--- src/rtl/pattern_dump.sv ---
// Streams a run of pattern-RAM words to uart_tx as an address byte followed by data bytes, MSB first.
// Define PATTERN_DUMP_CSUM_EN to append an XOR checksum byte to every word frame.
module pattern_dump #(
    parameter int ADDR_WIDTH = 8,
    parameter int DATA_BYTES = 9
) (
    input  logic                    clk,
    input  logic                    rst,
    input  logic                    start,
    input  logic [ADDR_WIDTH-1:0]   start_addr,
    input  logic [ADDR_WIDTH-1:0]   length,
    output logic                    ram_req,
    output logic [ADDR_WIDTH-1:0]   rd_addr,
    input  logic [DATA_BYTES*8-1:0] rd_data,
    output logic [7:0]              tx_byte,
    output logic                    tx_go,
    input  logic                    tx_busy,
    output logic                    busy,
    output logic                    done
);

    localparam int DATA_W = DATA_BYTES * 8;
    localparam int REM_W  = ADDR_WIDTH + 1;
`ifdef PATTERN_DUMP_CSUM_EN
    localparam int FRAME_BYTES = DATA_BYTES + 2;
`else
    localparam int FRAME_BYTES = DATA_BYTES + 1;
`endif
    localparam int IDX_W = $clog2(FRAME_BYTES + 1);

    typedef enum logic [2:0] {
        IDLE,
        READ,
        LATCH,
        SEND,
        GUARD,
        WAIT,
        FIN
    } state_t;

    state_t                  state_q;
    state_t                  state_d;
    logic [ADDR_WIDTH-1:0]   cur_addr;
    logic [REM_W-1:0]        remaining;
    logic [DATA_W-1:0]       shreg;
    logic [IDX_W-1:0]        byte_idx;
    logic [7:0]              addr_byte;
    logic                    word_last;
    logic                    last_word;
`ifdef PATTERN_DUMP_CSUM_EN
    logic [7:0]              csum;
`endif

    // Address byte on the wire is the low 8 bits of the address, zero-extended when narrower.
    generate
        if (ADDR_WIDTH >= 8) begin : g_addr_trunc
            assign addr_byte = cur_addr[7:0];
        end else begin : g_addr_ext
            assign addr_byte = {{(8 - ADDR_WIDTH){1'b0}}, cur_addr};
        end
    endgenerate

    assign rd_addr   = cur_addr;
    assign word_last = (byte_idx == IDX_W'(FRAME_BYTES - 1));
    assign last_word = (remaining == REM_W'(1));

    always_ff @(posedge clk) begin
        if (rst) begin
            state_q <= IDLE;
        end else begin
            state_q <= state_d;
        end
    end

    always_comb begin
        state_d = state_q;
        case (state_q)
            IDLE:    if (start) state_d = READ;
            READ:    state_d = LATCH;
            LATCH:   state_d = SEND;
            SEND:    state_d = GUARD;
            GUARD:   state_d = WAIT;
            WAIT: begin
                if (!tx_busy) begin
                    if (!word_last) begin
                        state_d = SEND;
                    end else if (last_word) begin
                        state_d = FIN;
                    end else begin
                        state_d = READ;
                    end
                end
            end
            FIN:     state_d = IDLE;
            default: state_d = IDLE;
        endcase
    end

    always_comb begin
        busy    = (state_q != IDLE);
        ram_req = (state_q != IDLE);
        tx_go   = (state_q == SEND);
        done    = (state_q == FIN);
    end

    // tx_byte only moves in LATCH or an idle WAIT, so it stays put for the whole uart_tx transfer.
    always_ff @(posedge clk) begin
        if (rst) begin
            cur_addr  <= '0;
            remaining <= '0;
            shreg     <= '0;
            byte_idx  <= '0;
            tx_byte   <= '0;
`ifdef PATTERN_DUMP_CSUM_EN
            csum      <= '0;
`endif
        end else begin
            case (state_q)
                IDLE: begin
                    if (start) begin
                        cur_addr <= start_addr;
                        if (length == '0) begin
                            remaining <= {1'b1, {ADDR_WIDTH{1'b0}}};
                        end else begin
                            remaining <= {1'b0, length};
                        end
                    end
                end
                LATCH: begin
                    shreg    <= rd_data;
                    tx_byte  <= addr_byte;
                    byte_idx <= '0;
`ifdef PATTERN_DUMP_CSUM_EN
                    csum     <= addr_byte;
`endif
                end
                WAIT: begin
                    if (!tx_busy) begin
                        if (!word_last) begin
                            byte_idx <= byte_idx + 1'b1;
`ifdef PATTERN_DUMP_CSUM_EN
                            if (byte_idx == IDX_W'(DATA_BYTES)) begin
                                tx_byte <= csum;
                            end else begin
                                tx_byte <= shreg[DATA_W-1 -: 8];
                                shreg   <= {shreg[DATA_W-9:0], 8'h00};
                                csum    <= csum ^ shreg[DATA_W-1 -: 8];
                            end
`else
                            tx_byte <= shreg[DATA_W-1 -: 8];
                            shreg   <= {shreg[DATA_W-9:0], 8'h00};
`endif
                        end else begin
                            remaining <= remaining - 1'b1;
                            cur_addr  <= cur_addr + 1'b1;
                        end
                    end
                end
                default: begin
                end
            endcase
        end
    end

endmodule

--- config.mk ---
export PLATFORM = sky130hd
export DESIGN_NAME = pattern_dump
export DESIGN_NICKNAME = d
export VERILOG_FILES = /design/src/rtl/pattern_dump.sv
export SDC_FILE = /design/constraint.sdc
export NUM_CORES = 1
export LEC_CHECK = 0
export ABC_AREA = 1
export CAP_MARGIN = 40
export CORE_MARGIN = 3
export CORE_UTILIZATION = 51
export DETAILED_ROUTE_END_ITERATION = 16
export PLACE_DENSITY = 0.83
export SYNTH_ARGS = -nofsm -noshare
export SYNTH_HDL_FRONTEND = slang
export SYNTH_SLANG_ARGS = --single-unit
--- constraint.sdc ---
create_clock -name clk -period 2.1 [get_ports clk]
set_clock_uncertainty 0.2 [all_clocks]
set_input_delay 0.315 -clock clk [delete_from_list [all_inputs] [get_ports clk]]
set_output_delay 0.315 -clock clk [all_outputs]
set_load 0.005 [all_outputs]
==> reports/qor.yml, run 1 <==
io_pins: 112
place_inst: 1039
numCtsBuffers: 9
instances_no_fill: 1055
grt_pass1_vias: 4664
synth-seq-cells: 104
place_hpwl_um: 8500
htreeDepth: 3
grt_first_pass_wirelength_um: 20700
root_buffer: "clkbuf_8"
p_comb_share_pct: 22.7
overflow: 0
floorplan.die_area_mm2: 0.0116
critPathCapture: "tx_go"
hold_depth: 2
hold_viol: 0
reg2regPathDepth: 10
synth_cells: 832
final_nets: 1014
diodes: 0
fp-row-count: 36
rsz0062_at_grt: "no"
arrival_ns: 1.50
p_per_area_mw_per_mm2: 690
finalWorstSetupSlack_ns: 0.0892
grt_max_degree: 80
maxCapViolations: 0
synth_fp_nets: 929
syn_area_per_cell_um2: 6.32
cts_tree: "built"
regToRegStartpoint: "byte_idx[1]"
syn_area_mm2: 0.00526
fp.dieW_um: 108
routed_wl_um: 12400
clock_latency_ns: 0.36
irDropWorstVdd_mv: 0.347
layout-drive-gt1-share_pct: 5.21
slew_viol_final: 0
async_reset_ff_share_pct: 0
cp-start-kind: "flip-flop"
synth_edf_count: 0
wl_per_cell_um: 11.8
place_ws_ns: 0.161
grt_antenna_before_repair: 0
seqPwrFrac_pct: 50.2
die_y_um: 108
worstSetupPathType: "reg -> out"
final_cell_mix: "269 x nand2_1, 166 x nor2_1, 109 x clkdlybuf4s50_1"
via_per_inst: 4.95
ys_types: 26
power_switching_uw: 1340
setup_viol: 0
worst_pin_slew_ns: 0.429
critPathLaunch: "state_q[0]"
p_sw_share_pct: 29.4
vias: 5224
hold_class: "reg -> reg"
drc: 0
coreArea_mm2: 0.00991
p_clk_share_pct: 27.1
fmax_mhz: 497
cts_setup_buffers: 0
relSlewSlack_pct: 71.4
start_util_pct: 53.1
r2r_slack_ns: 0.21
numPortBuffers: 111
synth_seq_area_share_pct: 39.6
clockBufferDepth: 2
final_common_cell: "nand2_1"
drt_iter0_markers: 269
grt_usage_pct: 21.5
crit_required_ns: 1.58
finalSetupTns_ns: 0
end_kind: "primary output"
min_period_over_period_pct: 95.8
finalCriticalPeriod_ns: 2.01
syn2layout_area_growth_pct: 26.0
crit_fanout: 6
power.total_uw: 4570
cts_hold_buf: 0
gp_congestion: 0.838
p_leak_uw: 0.00285
yosys_warnings: 0
cts_sinks: 104
reg2reg_to: "byte_idx[2]"
cts.clk_slew.worst_paths_ns: 0.10
final_antenna_net_count: 0
synthFlopType: "dfxtp_1"
power.internal_uw: 3230
dr.pass1.iters: 5
status: "finished clean"
## power groups by stage
stage	combinational, uW	clock (uW)	sequential [uW]
after floorplan	652	0	2310
after global placement	1020	0	2330
after CTS	1050	1270	2290
after detailed placement	1040	0	2340
final	1040	1240	2290
after global routing	1190	1330	2320
## stage by stage
stage / utilization, % / hold WS, ns / area, um^2
2_1_floorplan: - / 0.225 / 5260
3_3_place_gp: 64.7 / 0.234 / 6410
3_5_place_dp: 64.7 / 0.241 / 6410
4_1_cts: 66.8 / 0.255 / 6620
5_1_grt: 66.9 / 0.281 / 6630
6_report: 66.9 / 0.256 / 6630
## synth_stat cells (3+ instances only)
cell type	instances	area (um^2)
a21oi_1	31	155
buf_2	17	85.1
buf_4	6	45.0
buf_6	9	101
clkbuf_1	16	60.1
clkbuf_2	3	15.0
dfxtp_1	104	2080
ha_1	5	62.6
inv_1	40	150
inv_2	3	11.3
nand2_1	269	1010
nand3_1	24	120
nor2_1	166	623
nor3_1	4	20.0
o21ai_0	98	490
o21ai_1	19	95.1
xor2_1	4	35.0
## worst min path at each step
stage	from	end	slack [ns]
final	shreg[28]	shreg[28]	0.26
after global routing	shreg[28]	shreg[28]	0.28
after CTS	shreg[32]	shreg[32]	0.26
after detailed placement	shreg[32]	shreg[32]	0.24
after global placement	shreg[63]	shreg[63]	0.23
after floorplan	shreg[29]	shreg[29]	0.22
## metal layers
| metal | GRT usage, % | wire length, um |
|---|---|---|
| met5 | 0 | 0 |
| met4 | 6.13 | 129 |
| met3 | 4.02 | 613 |
| met2 | 36.7 | 5930 |
| met1 | 27.8 | 5740 |
## flip-flops by register name, summed over array words and instances (netlist names)
register,count
shreg,72
byte_idx,4
remaining,9
state_q,3
tx_byte,8
rd_addr,8
## kinds of logic after synthesis
| group | share of synthesized area [%] |
|---|---|
| AO/OA/AOI/OAI | 14.1 |
| flip-flops | 39.6 |
| AND/OR/NAND/NOR | 35.4 |
| buffers and inverters | 9.04 |
| XOR/XNOR | 0.666 |
| adder cells (fa/ha/maj) | 1.19 |
## worst max-delay path: stages (launching register included)
cell	delay [ns]
dfxtp_2	0.35
buf_6	0.13
nand3_1	0.10
inv_1	0.06
clkdlybuf4s50_1	0.49
## area by class of cell
cell class,count,area [um^2]
Clock inverter,6,67.6
Fill cell,920,3280
Sequential cell,104,2080
Timing Repair Buffer,127,1300
Multi-Input combinational cell,632,2720
Clock buffer,10,128
Inverter,43,161
Tap cell,133,166
## timing repair
| action | 4_1_cts | 5_1_grt |
|---|---|---|
| gates resized for setup | 5 | 3 |
| cloned | 0 | 0 |
| setup endpoints to repair | 3 | 3 |
Note: power is estimated with default switching activity, not from simulation.
==> inputs of run 2 (changes only) <==
--- a/config.mk
+++ b/config.mk
@@ -7,7 +7,7 @@
 export LEC_CHECK = 0
 export ABC_AREA = 1
 export CAP_MARGIN = 40
-export CORE_MARGIN = 3
+export CORE_ASPECT_RATIO = 1.4
 export CORE_UTILIZATION = 51
 export DETAILED_ROUTE_END_ITERATION = 16
 export PLACE_DENSITY = 0.83
==> constraint.sdc (replaced) <==
create_clock -name clk -period 2.2 [get_ports clk]
set_clock_uncertainty 0.2 [all_clocks]
set_input_delay 0.33 -clock clk [delete_from_list [all_inputs] [get_ports clk]]
set_output_delay 0.33 -clock clk [all_outputs]
set_load 0.005 [all_outputs]
==> reports/qor.yml, run 2 (synthesis gave the netlist of run 1 again) <==
fmax_mhz: 467
floorplan.die_area_mm2: 0.0107
fp-row-count: 43
routed_wl_um: 12600
wl_per_cell_um: 11.9
drc: 0
io_pins: 112
holdWs_ns: 0.251
vias: 5229
via_per_inst: 4.96
p_leak_uw: 0.00288
regArea_mm2: 0.00208
crit_fanout: 6
dr.pass1.iters: 5
root_buffer: "clkbuf_16"
arrival_ns: 1.61
grt_antenna_before_repair: 0
numCtsBuffers: 9
crit_required_ns: 1.67
cts.clk_slew.worst_paths_ns: 0.07
start_util_pct: 52.8
finalSetupTns_ns: 0
layout-drive-gt1-share_pct: 4.57
setup_viol: 0
final_nets: 1013
htreeDepth: 3
irDropWorstVdd_mv: 0.419
multi_input_area_mm2: 0.00271
finalCriticalPeriod_ns: 2.14
largest_reg_flops: 72
fillers: 915
slew_viol_final: 0
grt_usage_pct: 24.5
overflow: 0
cts_tree: "built"
largestRegisters: "shreg (72), remaining (9)"
p_per_area_mw_per_mm2: 706
numPortBuffers: 111
reg2reg_to: "shreg[49]"
drt_iter0_markers: 259
diodes: 0
reg2regPathDepth: 10
cts_hold_buf: 0
maxCapViolations: 0
grt_pass1_vias: 4832
relSlewSlack_pct: 76.1
hold_path_end: "shreg[32]"
grt_max_degree: 87
hold_class: "reg -> reg"
end_kind: "primary output"
place_hpwl_um: 8560
worstHoldStart: "shreg[32]"
hold_depth: 2
gp_congestion: 0.832
worst_pin_slew_ns: 0.359
clock_latency_ns: 0.34
cts_sinks: 104
rsz0062_at_grt: "no"
final_common_cell: "nand2_1"
grt_first_pass_wirelength_um: 20900
hold_viol: 0
status: "finished clean"
final_cell_mix: "269 x nand2_1, 166 x nor2_1, 111 x clkdlybuf4s50_1"
min_period_over_period_pct: 97.4
clockBufferDepth: 2
fp.dieW_um: 87.8
syn2layout_area_growth_pct: 27.2
die_y_um: 122
coreArea_mm2: 0.00995
regToRegStartpoint: "byte_idx[1]"
r2r_slack_ns: 0.28
top_register: "shreg"
final_antenna_net_count: 0
cp-start-kind: "flip-flop"
worstSetupPathType: "reg -> out"
[run 2: changes by cell type in the layout (fill, tap and decap cells not counted), moves of 2 or more]
cell / previous run / this run
clkbuf_1: 1 / 3
clkbuf_16: 0 / 9
clkbuf_8: 9 / 0
clkdlybuf4s50_1: 109 / 111
clkinvlp_4: 2 / 0
[run 2: where the power goes]
| group | internal (uW) | total, uW | switching [uW] |
|---|---|---|---|
| clock network | 878 | 1540 | 667 |
| registers | 2070 | 2200 | 130 |
| logic | 479 | 983 | 504 |
[run 2: layout make-up]
cell class	count	share of cell area, %
sequential	104	31.2
clock buffer	12	3.53
inverter	43	2.41
tap	135	2.52
clock inverter	3	0.655
multi-input combinational	632	40.5
timing repair buffer	126	19.2
[run 2: through the flow]
step	std cells	area [um^2]	setup WS (ns)	power [uW]	utilization, %
floorplan	832	5260	0.540	2830	-
global placement	1040	6410	0.215	3190	64.4
detailed placement	1040	6410	0.171	3220	64.4
CTS	1055	6690	0.0307	4750	67.2
global route	1055	6690	0.00362	4980	67.2
finish	1055	6690	0.0582	4730	67.2
[run 2: timing repair]
action | CTS | global route
setup buffers | 0 | 0
endpoints found under the setup margin | 2 | 1
gates resized for setup | 1 | 1
[run 2: worst max path at each step]
stage                 from         to  depth (start not counted)
2_1_floorplan  byte_idx[1]  shreg[55]                         10
3_3_place_gp       tx_busy  shreg[59]                          6
3_5_place_dp       tx_busy  shreg[60]                          7
4_1_cts         state_q[2]       done                          3
5_1_grt         state_q[2]       done                          3
6_report        state_q[2]       done                          3
[run 2: critical path: stages (launching register included)]
cell and delay [ns]:
dfxtp_2 0.41, inv_1 0.13, nor3_1 0.20, clkdlybuf4s50_1 0.53
[run 2: per-layer routing]
metal  vias up  wire (um)  GRT usage, %  part of all wire, %
met4         0        256          11.0                  2.0
met2       121       6460          43.4                   51
li1       2772          -             -                    -
met5         -          0             0                    0
met3        17        646          4.61                  5.1
met1      2319       5220          28.1                   41
==> inputs of run 3 (changes only) <==
--- a/config.mk
+++ b/config.mk
@@ -11,6 +11,8 @@
 export CORE_UTILIZATION = 51
 export DETAILED_ROUTE_END_ITERATION = 16
 export PLACE_DENSITY = 0.83
+export RECOVER_POWER = 100
+export REMOVE_ABC_BUFFERS = 1
 export SYNTH_ARGS = -nofsm -noshare
 export SYNTH_HDL_FRONTEND = slang
 export SYNTH_SLANG_ARGS = --single-unit
==> reports/qor.yml, run 3 (synthesis gave the netlist of run 1 again) <==
cts_setup_buffers: 0
reg2regPathDepth: 9
place_hpwl_um: 7930
grt_util_met3_pct: 3.52
finalCriticalPeriod_ns: 2.07
cts_sinks: 104
grt_util_met1_pct: 26.0
vias: 5221
diodes: 0
dr.pass1.iters: 6
gp_congestion: 0.805
final_nets: 1011
irDropWorstVdd_mv: 0.466
path_depth: 4
status: "finished clean"
p_clk_share_pct: 31.7
cts_tree: "built"
arrival_ns: 1.54
numCtsBuffers: 9
hold_depth: 2
layout-drive-gt1-share_pct: 4.46
power_switching_uw: 1310
worst_pin_slew_ns: 0.602
wl_per_cell_um: 11.3
hold_viol: 0
largestRegisters: "shreg (72), remaining (9)"
worstSetupPathType: "reg -> out"
fillers: 946
crit_top_cell: "inv_1"
final_cell_mix: "270 x nand2_1, 166 x nor2_1, 115 x o21ai_0"
htreeDepth: 3
die_y_um: 122
multi_input_area_mm2: 0.00270
busiest_layer: "met2"
seqPwrFrac_pct: 47.5
p_per_area_mw_per_mm2: 694
maxCapViolations: 0
fp.dieW_um: 87.8
grt_max_degree: 87
p_comb_share_pct: 20.8
grt_antenna_before_repair: 0
min_period_over_period_pct: 94.3
relSlewSlack_pct: 59.8
placed_area_mm2: 0.00642
syn2layout_area_growth_pct: 26.3
final_antenna_net_count: 0
cp-start-kind: "flip-flop"
drt_iter0_markers: 257
root_buffer: "clkbuf_16"
start_util_pct: 52.8
numPortBuffers: 111
critPathSlowestCell: "dlygate4sd3_1"
power.internal_uw: 3300
power.total_uw: 4610
largest_reg_flops: 72
top_register: "shreg"
rsz0062_at_grt: "no"
drc: 0
setup_viol: 0
end_kind: "primary output"
io_pins: 112
regArea_mm2: 0.00208
coreArea_mm2: 0.00995
hold_class: "reg -> reg"
grt_pass1_vias: 4623
crit_fanout: 6
routed_wl_um: 11900
via_per_inst: 4.95
fmax_mhz: 482
cts.clk_slew.worst_paths_ns: 0.06
crit_family: "buffers and inverters"
slew_viol_final: 0
fp-row-count: 43
grt_first_pass_wirelength_um: 19500
crit_buf_inv: 3
p_leak_uw: 0.00291
cp_slowest_stage_delay_ns: 0.56
final_common_cell: "nand2_1"
crit_required_ns: 1.67
grt_usage_pct: 22.7
p_sw_share_pct: 28.5
path_cells: "inv_1, nand3_1, inv_1, dlygate4sd3_1"
grt_use_met2_pct: 42.1
clockBufferDepth: 2
design_area_mm2: 0.00664
clock_latency_ns: 0.34
overflow: 0
floorplan.die_area_mm2: 0.0107
==> run 3: worst paths after layout <==
kind / start / end / slack, ns
max: state_q[2] / tx_go / 0.13
min: shreg[27] / shreg[27] / 0.25
min reg2reg: shreg[27] / shreg[27] / 0.25
max reg2reg: state_q[1] / remaining[5] / 0.19
==> run 3: per-stage QoR <==
stage          TNS (ns)  setup WS [ns]  util (%)  std cells  hold WS (ns)
2_1_floorplan   -108.23          -1.41         -        779         0.199
3_3_place_gp          0          0.203      64.5       1038         0.231
3_5_place_dp          0          0.157      64.5       1038         0.239
4_1_cts               0         0.0765      67.2       1054         0.248
5_1_grt               0         0.0275      66.7       1054         0.260
6_report              0          0.126      66.7       1054         0.245
==> run 3: power by group through the flow <==
| stage | logic, uW | registers (uW) | clock network (uW) |
|---|---|---|---|
| after floorplan | 548 | 2210 | 0 |
| after global placement | 975 | 2230 | 0 |
| after detailed placement | 993 | 2230 | 0 |
| after CTS | 999 | 2190 | 1490 |
| after global routing | 1080 | 2210 | 1560 |
| final | 957 | 2190 | 1460 |
==> run 3: metal layers <==
layer / part of all wire (%) / up-vias / routed length, um
li1: - / 2765 / -
met1: 44 / 2324 / 5260
met2: 50 / 114 / 5880
met3: 4.3 / 18 / 514
met4: 1.8 / 0 / 219
met5: 0 / - / 0
==> run 3: area by class of cell <==
class,count,area share (%)
clock buffers,9,3.39
clock inverters,7,0.678
inverters,43,2.43
multi-input cells,632,40.6
flip-flops and latches,104,31.4
well taps,135,2.54
repair buffers,124,19.0
==> run 3: repair_timing <==
item,in CTS,in global routing
hold endpoints to repair,0,0
endpoints found under the setup margin,0,1
resized for setup,0,1
hold buffers,0,0
==> run 3: worst reg2reg max path, cell delays in order, from the launching register on <==
cell and delay, ns:
dfxtp_1 0.36, inv_2 0.12, nand2_2 0.07, nor2_4 0.13, clkbuf_4 0.53, nand3_1 0.15
o21ai_0 0.17, nand2_1 0.08, nand2_1 0.07, nor2_1 0.04
